`src/rtl/rf_wb_arbiter.sv`:
```
// rf_wb_arbiter: sole writer of the register file write port.
// Merges the in-order pipeline writeback (always accepted, highest priority)
// with buffered multi-cycle unit results, and keeps a busy scoreboard and a
// starvation-driven stall request for the hazard unit.
module rf_wb_arbiter #(
    parameter int unsigned FIFO_DEPTH   = 4,
    parameter int unsigned STARVE_LIMIT = 3
) (
    input  logic                                 clk,
    input  logic                                 rst,
    input  logic                                 wb_valid,
    input  logic [4:0]                           wb_addr,
    input  logic [31:0]                          wb_data,
    input  logic                                 mc_valid,
    output logic                                 mc_ready,
    input  logic [4:0]                           mc_addr,
    input  logic [31:0]                          mc_data,
    input  logic                                 mc_issue,
    input  logic [4:0]                           mc_issue_addr,
    output logic [4:0]                           RdAddr,
    output logic [31:0]                          RdData,
    output logic                                 RegWrite,
    output logic [31:0]                          busy,
    output logic                                 stall_req,
    output logic [$clog2(FIFO_DEPTH):0]          fifo_count
);

    localparam int unsigned PTR_W = $clog2(FIFO_DEPTH);
    localparam int unsigned CNT_W = PTR_W + 1;
    localparam int unsigned STV_W = $clog2(STARVE_LIMIT + 1);

    // FIFO storage and bookkeeping
    logic [4:0]        r_fifo_addr [FIFO_DEPTH];
    logic [31:0]       r_fifo_data [FIFO_DEPTH];
    logic [PTR_W-1:0]  r_wr_ptr;
    logic [PTR_W-1:0]  r_rd_ptr;
    logic [CNT_W-1:0]  r_count;

    // Write port, scoreboard and starvation state
    logic [4:0]        r_rd_addr;
    logic [31:0]       r_rd_data;
    logic              r_reg_write;
    logic [31:0]       r_busy;
    logic [STV_W-1:0]  r_starve;
    logic              r_stall;

    // Combinational decisions
    logic              w_ready;
    logic              w_push;
    logic              w_wb_win;
    logic              w_fifo_empty;
    logic              w_pop;
    logic [4:0]        w_head_addr;
    logic [31:0]       w_head_data;
    logic [CNT_W-1:0]  w_count_nxt;
    logic [31:0]       w_busy_nxt;
    logic [STV_W-1:0]  w_starve_nxt;

    assign w_fifo_empty = (r_count == '0);
    assign w_head_addr  = r_fifo_addr[r_rd_ptr];
    assign w_head_data  = r_fifo_data[r_rd_ptr];

    // Handshake and arbitration: wb to a real register always wins the port
    always_comb begin
        w_ready  = !rst && (r_count < CNT_W'(FIFO_DEPTH));
        w_push   = mc_valid && w_ready;
        w_wb_win = wb_valid && (wb_addr != 5'd0);
        w_pop    = !w_wb_win && !w_fifo_empty;
    end

    // Occupancy update; simultaneous push and pop leaves it unchanged
    always_comb begin
        w_count_nxt = r_count;
        if (w_push && !w_pop) begin
            w_count_nxt = r_count + CNT_W'(1);
        end else if (!w_push && w_pop) begin
            w_count_nxt = r_count - CNT_W'(1);
        end
    end

    // Scoreboard update: clear on issue of the head, set on dispatch (set wins)
    always_comb begin
        w_busy_nxt = r_busy;
        if (w_pop) begin
            w_busy_nxt[w_head_addr] = 1'b0;
        end
        if (mc_issue && (mc_issue_addr != 5'd0)) begin
            w_busy_nxt[mc_issue_addr] = 1'b1;
        end
        w_busy_nxt[0] = 1'b0;
    end

    // Starvation counter: counts cycles the queued head loses to wb, saturating
    always_comb begin
        w_starve_nxt = '0;
        if (!w_fifo_empty && w_wb_win) begin
            if (r_starve == STV_W'(STARVE_LIMIT)) begin
                w_starve_nxt = r_starve;
            end else begin
                w_starve_nxt = r_starve + STV_W'(1);
            end
        end
    end

    // FIFO payload storage; contents are don't-care while the slot is empty
    always_ff @(posedge clk) begin
        if (w_push) begin
            r_fifo_addr[r_wr_ptr] <= mc_addr;
            r_fifo_data[r_wr_ptr] <= mc_data;
        end
    end

    // FIFO pointers and count
    always_ff @(posedge clk) begin
        if (rst) begin
            r_wr_ptr <= '0;
            r_rd_ptr <= '0;
            r_count  <= '0;
        end else begin
            if (w_push) begin
                r_wr_ptr <= r_wr_ptr + PTR_W'(1);
            end
            if (w_pop) begin
                r_rd_ptr <= r_rd_ptr + PTR_W'(1);
            end
            r_count <= w_count_nxt;
        end
    end

    // Registered RF write port; address/data hold when nothing is issued
    always_ff @(posedge clk) begin
        if (rst) begin
            r_reg_write <= 1'b0;
            r_rd_addr   <= 5'd0;
            r_rd_data   <= 32'd0;
        end else if (w_wb_win) begin
            r_reg_write <= 1'b1;
            r_rd_addr   <= wb_addr;
            r_rd_data   <= wb_data;
        end else if (w_pop) begin
            r_reg_write <= (w_head_addr != 5'd0);
            r_rd_addr   <= w_head_addr;
            r_rd_data   <= w_head_data;
        end else begin
            r_reg_write <= 1'b0;
        end
    end

    // Scoreboard, starvation counter and stall request
    always_ff @(posedge clk) begin
        if (rst) begin
            r_busy   <= '0;
            r_starve <= '0;
            r_stall  <= 1'b0;
        end else begin
            r_busy   <= w_busy_nxt;
            r_starve <= w_starve_nxt;
            r_stall  <= (r_starve == STV_W'(STARVE_LIMIT));
        end
    end

    assign mc_ready   = w_ready;
    assign RdAddr     = r_rd_addr;
    assign RdData     = r_rd_data;
    assign RegWrite   = r_reg_write;
    assign busy       = r_busy;
    assign stall_req  = r_stall;
    assign fifo_count = r_count;

endmodule

```
`config.mk`:
```
export PLATFORM = sky130hd
export DESIGN_NAME = rf_wb_arbiter
export DESIGN_NICKNAME = d
export VERILOG_FILES = /design/src/rtl/rf_wb_arbiter.sv
export SDC_FILE = /design/constraint.sdc
export NUM_CORES = 1
export LEC_CHECK = 0
export ABC_CLOCK_PERIOD_IN_PS = 3400
export BUFFER_PORTS_ARGS = -buffer_cell sky130_fd_sc_hd__buf_2
export CORE_UTILIZATION = 56
export CTS_CLUSTER_SIZE = 40
export DETAILED_ROUTE_END_ITERATION = 6
export PLACE_DENSITY = 0.88
export SYNTH_ARGS = -nofsm -noshare
export SYNTH_HDL_FRONTEND = slang
export SYNTH_SLANG_ARGS = --single-unit
```
`constraint.sdc`:
```
create_clock -name clk -period 3.4 [get_ports clk]
set_clock_uncertainty 0.15 [all_clocks]
set_input_delay 0.34 -clock clk [delete_from_list [all_inputs] [get_ports clk]]
set_output_delay 0.34 -clock clk [all_outputs]
set_load 0.005 [all_outputs]
```
==> metrics.txt <==
share of post-route cells with drive strength above 1=0.291; net count after synthesis=732; Synth cell types=47; Compound-Gate Fraction of Synth Area=0.0924; worst-margin pin slew=around 1.0 ns; vias after detailed routing=6449; routed vias/inst=~5.9; Worst slew margin=0.307; DR DRC count=0; drt total wl=22000 um; Async SR Flop Fraction=0; Initial DRT Pass Iterations=5; sw power=2.31 mW; register area share after synthesis=0.671; Die Width=approximately 130 um; non-filler cells, final=~1100; setup ws final=0.515 ns; sw frac=0.299; dpl ws=0.610 ns; power consumption=between 7 and 8 mW; fill count=between 900 and 1000; num ports=159; initial antenna violation count=1; number of flops mapped to enable cells by yosys=148; clock-pin slew on the worst setup and hold paths=roughly 0.06 ns; clk sinks=between 200 and 250; Longest Clk Path Bufs=3; Yosys top cell by area=edfxtp_1; initial core utilization=0.571; post-synthesis cell area=about 0.0090 sq mm; RSZ-0062 raised after global routing=false; CTS resizes=0; WL per Instance=20.1 um; Leakage=4.19 nW; std cell rows=46; area of the multi-input gates=0.00277 sq mm; Worst VDD drop=0.523 mV; crit path time final=just under 3 ns; sequential power share=0.436; DRT antenna net count=0; Post-synth top cells=edfxtp_1, dfxtp_1, nor2_1; synthesis warning total=0; Clock Root Buffer=clkbuf_16; die height=between 100 and 150 um; f_max=0.347 GHz; final period utilization=0.848; first-pass GRT wire length=33100 um; gr usage total=0.264; Yosys reg bits=approximately 230; WS Path Type=input port to register; area growth from synthesis to layout=26.7%; prevailing post-synth register cell=edfxtp_1; Req. time, crit path=between 3 and 4 ns; CTS tree=done; Clk Latency, worst-skew pair=a little over 0.5 ns; Hold Vio Cnt, Final=0; gr ovfl total=0; Synth Area per Inst=14.1 sq um; post-synthesis simple-gate area fraction=0.101; Comb power frac=0.241; Finish-stage setup viols=0; clock buffer count from CTS=23; Core Region=0.0158 sq mm; largest family of logic cells by synthesized area=simple AND/OR/NAND/NOR gates; Int Power=approximately 5.4 mW; Hold Crit Class=input port to register; Crit Path Max Fanout=13; register area=0.00607 sq mm; Setup crit start kind=input port; crit end category=register; ranking of synthesized cells by area=edfxtp_1, dfxtp_1, mux4_2; hold_buf cts=between 70 and 80; final core occ=0.723; post-DP HPWL=12300 um; Layout Nets=949; XOR/XNOR Fraction of Synth Area=0.00485; pwr dens=675 mW/mm^2; Adder-Cell Fraction of Synth Area=0.0105; crit path DAT=between 3 and 4 ns; H-tree lvl count=1; placed cell count=978; largest net degree at the start of global routing=just over 80; Final Wtd Congestion=around 0.84; DRT iter0 DRCs=around 620; Cells after Synth=641; status=finished, final reports clean; mux cell area share after synthesis=0.0944; Setup Buffers After CTS=0; number of I/O port buffers=157; Die Area=0.0166 sq mm; Total Neg Setup Slack=0 ns; Max Slew Vio Count=0; top cell type's share of synthesized area=0.492; vias in the first global route=6241; clock power share=0.323; most frequent cell after synthesis=edfxtp_1; total of max-cap violations=0
## final timing paths
check	cells after the start	to	from	slack [ns]
min	3	RdData[28]$_SDFFE_PP0P_	wb_data[28]	0.01
min reg2reg	2	RdData[27]$_SDFFE_PP0P_	RdData[27]$_SDFFE_PP0P_	0.34
max reg2reg	8	fifo_count[2]$_SDFFE_PP0P_	fifo_count[0]$_SDFFE_PP0P_	0.73
max	10	fifo_count[2]$_SDFFE_PP0P_	wb_addr[4]	0.52
## state kept, by name (all words and copies together), names as in the netlist, 2 cells and up, named ones only
register / flops
r_fifo_data: 128
RdData: 32
busy: 31
r_fifo_addr: 20
RdAddr: 5
fifo_count: 3
r_rd_ptr: 2
r_starve: 2
r_wr_ptr: 2
## layer usage
layer	GRT usage	vias up	share of wire
met3	0.0417	40	0.081
met5	0	-	0
met4	0.0865	0	0.022
li1	-	2895	-
met1	0.343	3168	0.40
met2	0.457	346	0.50
## metrics by stage
stage | hold slack (ns) | instance area, sq um
6_report | 0.0144 | 11400
5_1_grt | 0.0670 | 11400
4_1_cts | 0.0171 | 11400
3_5_place_dp | 0.320 | 9980
3_3_place_gp | 0.315 | 9980
2_1_floorplan | 0.289 | 9040
## power by group through the flow
stage / Combinational [mW] / Sequential, mW / Clock (mW)
floorplan: 1.21 / 3.38 / 0
global placement: 1.73 / 3.40 / 0
detailed placement: 1.77 / 3.41 / 0
CTS: 1.84 / 3.36 / 2.52
global route: 2.03 / 3.39 / 2.63
finish: 1.86 / 3.36 / 2.50
## worst max-delay path: stages
cell and delay (ns):
dlygate4sd3_1 0.56, buf_2 0.14, or3_1 0.47, a211o_1 0.55, ha_1 0.31, inv_1 0.08, fa_1 0.18, xor2_1 0.08
or3_1 0.30, a21oi_1 0.14
## cell type report
| type | instances | area share |
|---|---|---|
| sequential | 229 | 0.530 |
| clock buffer | 32 | 0.0593 |
| clock inverter | 10 | 0.00678 |
| tap | 216 | 0.0236 |
| multi-input combinational | 362 | 0.242 |
| antenna | 1 | 0.000219 |
| timing repair buffer | 237 | 0.137 |
| inverter | 5 | 0.00164 |
## cells by family after synthesis
logic type / count (synthesis)
AO/OA/AOI/OAI: 107
XOR/XNOR: 5
adder cells (fa/ha/maj): 7
buffers and inverters: 50
flip-flops: 229
multiplexers: 39
other: 1
AND/OR/NAND/NOR: 203
## placed cells by master (no fill, tap or decap), drive strengths merged, types with 3 or more instances in the layout
cell type / count
a21oi: 24
a311oi: 50
nand2b: 5
inv: 5
clkinv: 8
nand2: 74
mux4: 37
a211oi: 11
ha: 6
nor3: 12
dlygate4sd3: 71
buf: 166
nor2b: 4
dfxtp: 81
nor2: 79
o41ai: 6
xor2: 3
edfxtp: 148
clkbuf: 32
and3: 4
a21boi: 8
or3: 7
Power figures use the tool's default switching activity.
